## config.mk

```make
export PLATFORM = sky130hd
export DESIGN_NAME = godai_mem_trace_capture
export DESIGN_NICKNAME = d
export VERILOG_FILES = /design/src/rtl/godai_mem_trace_capture.sv
export SDC_FILE = /design/constraint.sdc
export NUM_CORES = 2
export LEC_CHECK = 0
export CAP_MARGIN = 20
export CORE_MARGIN = 8
export CORE_UTILIZATION = 40
export CTS_CLUSTER_SIZE = 30
export DETAILED_ROUTE_END_ITERATION = 6
export GPL_TIMING_DRIVEN = 0
export SETUP_SLACK_MARGIN = 0.15
export SLEW_MARGIN = 40
export SYNTH_ARGS = -nofsm -noshare
export SYNTH_HDL_FRONTEND = slang
export SYNTH_SLANG_ARGS = --single-unit
```

## constraint.sdc

```tcl
create_clock -name clk -period 4.2 [get_ports clk]
set_clock_uncertainty 0.2 [all_clocks]
set_input_delay 1.05 -clock clk [delete_from_list [all_inputs] [get_ports clk]]
set_output_delay 1.05 -clock clk [all_outputs]
set_load 0.005 [all_outputs]
```

## src/rtl/godai_mem_trace_capture.sv

```systemverilog
// Data-memory access trace recorder with show-ahead record FIFO.
// Optional branch records enabled by defining GODAI_TRACE_BRANCH_EN.
module godai_mem_trace_capture #(
  parameter int ADDR_WIDTH = 32,
  parameter int FIFO_DEPTH = 8,
  parameter int LAT_WIDTH  = 16,
  localparam int REC_WIDTH = 2 + 1 + 4 + ADDR_WIDTH + 32 + LAT_WIDTH,
  localparam int LVL_W     = $clog2(FIFO_DEPTH) + 1
) (
  input  logic                  clk,
  input  logic                  rst_n,
  input  logic                  enable_i,
  input  logic                  data_req_i,
  input  logic                  data_gnt_i,
  input  logic                  data_rvalid_i,
  input  logic                  data_we_i,
  input  logic [3:0]            data_be_i,
  input  logic [ADDR_WIDTH-1:0] data_addr_i,
  input  logic [31:0]           instr_count_i,
  input  logic                  pc_set_i,
  input  logic                  branch_decision_i,
  output logic                  trace_valid_o,
  input  logic                  trace_ready_i,
  output logic [REC_WIDTH-1:0]  trace_data_o,
  output logic [LVL_W-1:0]      fifo_level_o,
  output logic [15:0]           drop_count_o,
  output logic                  proto_err_o
);

  localparam int PTR_W = $clog2(FIFO_DEPTH);

  typedef enum logic {
    IDLE,
    PEND
  } state_t;

  state_t                  state;
  logic                    cap_we;
  logic [3:0]              cap_be;
  logic [ADDR_WIDTH-1:0]   cap_addr;
  logic [31:0]             cap_ic;
  logic [LAT_WIDTH-1:0]    lat;

  logic                    gnt_ev;
  logic                    acc_start;
  logic                    mem_push;
  logic [REC_WIDTH-1:0]    mem_rec;
  logic                    br_hit;
  logic [REC_WIDTH-1:0]    br_rec;

  assign gnt_ev    = data_req_i & data_gnt_i;
  assign acc_start = gnt_ev & enable_i;
  assign mem_push  = (state == PEND) & data_rvalid_i;
  assign mem_rec   = {1'b0, cap_we, cap_we, cap_be,
                      cap_addr, cap_ic, lat};

`ifdef GODAI_TRACE_BRANCH_EN
  assign br_hit = pc_set_i & branch_decision_i & enable_i;
  assign br_rec = {2'b10, 1'b0, 4'b0,
                   {ADDR_WIDTH{1'b0}}, instr_count_i,
                   {LAT_WIDTH{1'b0}}};
`else
  logic unused_branch;
  assign unused_branch = pc_set_i ^ branch_decision_i;
  assign br_hit = 1'b0;
  assign br_rec = '0;
`endif

  always_ff @(posedge clk or negedge rst_n) begin
    if (!rst_n) begin
      state       <= IDLE;
      cap_we      <= 1'b0;
      cap_be      <= '0;
      cap_addr    <= '0;
      cap_ic      <= '0;
      lat         <= '0;
      proto_err_o <= 1'b0;
    end else begin
      unique case (state)
        IDLE: begin
          if (data_rvalid_i)
            proto_err_o <= 1'b1;
          if (acc_start) begin
            cap_we   <= data_we_i;
            cap_be   <= data_be_i;
            cap_addr <= data_addr_i;
            cap_ic   <= instr_count_i;
            lat      <= LAT_WIDTH'(1);
            state    <= PEND;
          end
        end
        PEND: begin
          if (data_rvalid_i) begin
            // completion and next grant may coincide
            if (acc_start) begin
              cap_we   <= data_we_i;
              cap_be   <= data_be_i;
              cap_addr <= data_addr_i;
              cap_ic   <= instr_count_i;
              lat      <= LAT_WIDTH'(1);
            end else begin
              state <= IDLE;
            end
          end else begin
            if (gnt_ev)
              proto_err_o <= 1'b1;
            if (lat != '1)
              lat <= lat + LAT_WIDTH'(1);
          end
        end
        default: state <= IDLE;
      endcase
    end
  end

  logic [REC_WIDTH-1:0] mem [FIFO_DEPTH];
  logic [PTR_W-1:0]     wr_ptr;
  logic [PTR_W-1:0]     rd_ptr;
  logic [LVL_W-1:0]     level;

  logic                 push;
  logic [REC_WIDTH-1:0] push_rec;
  logic                 pop;
  logic                 full;
  logic                 wr_en;
  logic                 fifo_drop;
  logic                 br_lost;
  logic [1:0]           drop_inc;
  logic [16:0]          drop_sum;

  assign push      = mem_push | br_hit;
  assign push_rec  = mem_push ? mem_rec : br_rec;
  assign br_lost   = mem_push & br_hit;
  assign pop       = trace_valid_o & trace_ready_i;
  assign full      = (level == LVL_W'(FIFO_DEPTH));
  assign wr_en     = push & (~full | pop);
  assign fifo_drop = push & full & ~pop;
  assign drop_inc  = {1'b0, fifo_drop} + {1'b0, br_lost};
  assign drop_sum  = {1'b0, drop_count_o} + {15'b0, drop_inc};

  always_ff @(posedge clk or negedge rst_n) begin
    if (!rst_n) begin
      for (int i = 0; i < FIFO_DEPTH; i++)
        mem[i] <= '0;
      wr_ptr       <= '0;
      rd_ptr       <= '0;
      level        <= '0;
      drop_count_o <= '0;
    end else begin
      if (wr_en) begin
        mem[wr_ptr] <= push_rec;
        wr_ptr      <= wr_ptr + PTR_W'(1);
      end
      if (pop)
        rd_ptr <= rd_ptr + PTR_W'(1);
      unique case (1'b1)
        (wr_en & ~pop): level <= level + LVL_W'(1);
        (pop & ~wr_en): level <= level - LVL_W'(1);
        default:        level <= level;
      endcase
      // saturate rather than wrap
      if (drop_sum[16])
        drop_count_o <= '1;
      else
        drop_count_o <= drop_sum[15:0];
    end
  end

  assign trace_valid_o = (level != '0);
  assign trace_data_o  = mem[rd_ptr];
  assign fifo_level_o  = level;

endmodule

```

==> run_results.csv <==
group,metric,value,unit
synthesis,synth_cell_types,59,
final_layout,final_common_cell,"nand2_1",
timing,setup_violations,0,
drt,drt-total-wl,103000,um
global_route,grtUsageTotal,21.9,%
synthesis,synth_top_area_share,58.0,%
clocking,clockBufferDepth,3,
place,place_congestion,0.804,
drt,viasPerCell,5.39,
setup_path,cp_cell_sequence,"clkbuf_8 > clkbuf_16 > clkbuf_4 > mux4_2 > mux2_2 > clkdlybuf4s50_1",
place,placed_area,0.0378,sq mm
final_layout,mostFrequentLayoutCells,"nand2_1 (999), dfrtp_1 (792), o21ai_0 (651), mux4_2 (170), clkdlybuf4s50_1 (136)",
min_path,hp-class,"primary input to asynchronous set/reset pin",
drt,drt_first_iter_violations,2012,
floorplanning,core-area,0.0850,sq mm
global_route,grt_start_max_net_pins,111,
setup_path,worstPathRequired,2950,ps
setup_path,crit_path_start_kind,"register",
clocking,clock_latency,640,ps
timing,period_share,98.4,%
clocking,cts_tree,"yes",
final_layout,num_antenna_cells,0,
global_route,grt_overflow,0,
setup_path,cp.arrival,2880,ps
drt,dr.pass1.iters,5,
synthesis,ys.flop_type,"dfrtp_1",
clocking,clk_pin_slew,60,ps
floorplanning,die_height,309,um
synthesis,syn_area_per_cell,11.0,sq um
final_layout,num-nets-final,3516,
synthesis,synth_cells,3115,
clocking,cts_buffers,88,
synthesis,ys_ff_latch,793,
final_layout,design_area,0.0415,sq mm
drt,num_vias,25000,
synthesis,synth_top_area_cell,"dfrtp_1",
clocking,hold_buffers,0,
synthesis,synth_edf_count,0,
timing,rsz0062_at_grt,"true",
synthesis,synth_area,0.0342,sq mm
power_and_ir_drop,p_per_area,524,mW/mm^2
setup_path,critPathSlowestCell,"clkdlybuf4s50_1",
timing,max_slew_margin,44.5,%
setup_path,crit_fanout,10,
timing,tns,0,ps
clocking,clock-sinks,793,
timing,period_minus_slack,4130,ps
run,timing.max_cap.violations,0,
status,outcome,"completed",
drt,drc_errors,0,
setup_path,cp-end-kind,"output port",
place,io_buffers,183,
floorplanning,initial_utilization,40.3,%
timing,slew_viol_final,0,
drt,wl_per_cell,22.3,um
place,place_hpwl,68700,um
synthesis,yosysSeqAreaShare,58.0,%
timing,worst_slew_pin_slew,833,ps
setup_path,max_stage_delay,470,ps
setup_path,worst-path-buf-inv,4,
synthesis,synth_nets,3201,
setup_path,critPathKind,"register to output port",
drt,ant_nets,0,
setup_path,rr_worst_depth,13,
final_layout,fillers,7787,
global_route,grt_pass1_vias,26000,
power_and_ir_drop,p_leak,0.0185,uW
final_layout,area_delta_synth_final,21.2,%
timing,hold_viol_final,0,
floorplanning,std_cell_rows,107,
setup_path,cp_top_family,"buffers and inverters",
clocking,htree_levels,3,
synthesis,synth.area.top_cells,"dfrtp_1 (58%), mux4_2 (11%), nand2_1 (11%)",
synthesis,synthArstFlopShare,100,%
setup_path,cp.depth,6,
final_layout,drive_above_1_share,17.2,%
clocking,clk_root_buffer_cell,"clkbuf_16",
floorplanning,die_w,309,um
power_and_ir_drop,ir_worst_vdd,0.000305,V
timing,max_freq,242,MHz
global_route,antenna_found_initial,1,
global_route,grt_pass1_wl,161000,um
floorplanning,dieArea,0.0952,sq mm
floorplanning,ios,187,
synthesis,synth_warnings,0,
-- Yosys cell counts, types with 9 or more instances --
master	n
buf_2	46
o21ai_0	651
buf_4	50
mux4_2	170
o21ai_1	40
clkbuf_1	110
nand2_1	999
xor2_1	10
dfrtp_1	793
buf_1	10
nand4_1	9
buf_6	11
mux2_2	87
nor2_1	9
-- final timing paths --
path / start / endpoint / slack [ps]
min in group clk: cap_addr[8]$_DFFE_PN0P_ / cap_addr[8]$_DFFE_PN0P_ / 270
worst min register to register: cap_addr[8]$_DFFE_PN0P_ / cap_addr[8]$_DFFE_PN0P_ / 270
worst max register to register: state$_DFF_PN0_ / drop_count_o[4]$_DFF_PN0_ / 630
max in group asynchronous: rst_n / drop_count_o[15]$_DFF_PN0_ / 2210
worst min-delay path: rst_n / mem[207]$_DFFE_PN0P_ / 120
worst max-delay path: rd_ptr[1]$_DFFE_PN0P_ / trace_data_o[40] / 70
-- sequential cells by signal, summed over array words and instances (netlist names) --
register,cells
rd_ptr,3
cap_ic,32
fifo_level_o,4
drop_count_o,16
cap_we,1
cap_be,4
mem,680
proto_err_o,1
wr_ptr,3
state,1
lat,16
cap_addr,32
-- final cells by class --
type	instances	area, sq um	area share, %
Sequential cell	793	19800	47.8
Multi-Input combinational cell	2091	13300	32.0
Clock buffer	131	2560	6.16
Timing Repair Buffer	225	2490	6.00
Buffer	227	1550	3.73
Tap cell	1144	1430	3.45
Clock inverter	25	313	0.754
Inverter	4	15.0	0.0362
-- per-layer routing --
metal | up-vias | track usage [%] | share of wire (%) | routed length [um]
met1 | 12800 | 30.3 | 44 | 45300
met3 | 140 | 3.92 | 6.3 | 6480
met4 | 0 | 6.34 | 2.6 | 2730
met2 | 698 | 35.3 | 47 | 48900
li1 | 11400 | - | - | -
met5 | - | 0 | 0 | 0
-- metrics by stage --
| stage | cells | worst slack (ps) | hold slack [ps] | power [uW] | util (%) |
|---|---|---|---|---|---|
| 6_report | 4640 | 67.7 | 124 | 21700 | 48.8 |
| 5_1_grt | 4640 | -0.391 | 162 | 22600 | 48.8 |
| 4_1_cts | 4622 | 10.6 | 130 | 21700 | 48.5 |
| 3_5_place_dp | 4450 | -1270 | 264 | 13400 | 44.4 |
| 3_3_place_gp | 4442 | -34950 | 255 | 13300 | 44.1 |
| 2_1_floorplan | 3115 | 436 | 244 | 11500 | - |
-- where the power goes --
| group | total [uW] | switching, uW | internal (uW) |
|---|---|---|---|
| registers | 8780 | 462 | 8320 |
| clock network | 7740 | 3160 | 4570 |
| logic | 5200 | 2710 | 2490 |
| total | 21700 | 6340 | 15400 |
-- cells by family after synthesis --
| family | Yosys count | synth area share, % |
|---|---|---|
| xor+xnor | 18 | 0.461 |
| compound gates | 732 | 11.3 |
| fa+ha+maj | 8 | 0.292 |
| flops | 793 | 58.0 |
| other cells | 1 | 0.0110 |
| mux | 259 | 14.1 |
| buf+inv | 231 | 3.49 |
| simple gates | 1073 | 12.3 |
-- repair_timing --
action                                  in CTS  in global routing
resized for setup                          141                 30
gates cloned                                 4                  3
endpoints found under the setup margin     102                 77
buffers inserted                            12                 15
pin swaps                                    0                  1
(Power assumes the default switching activity.)
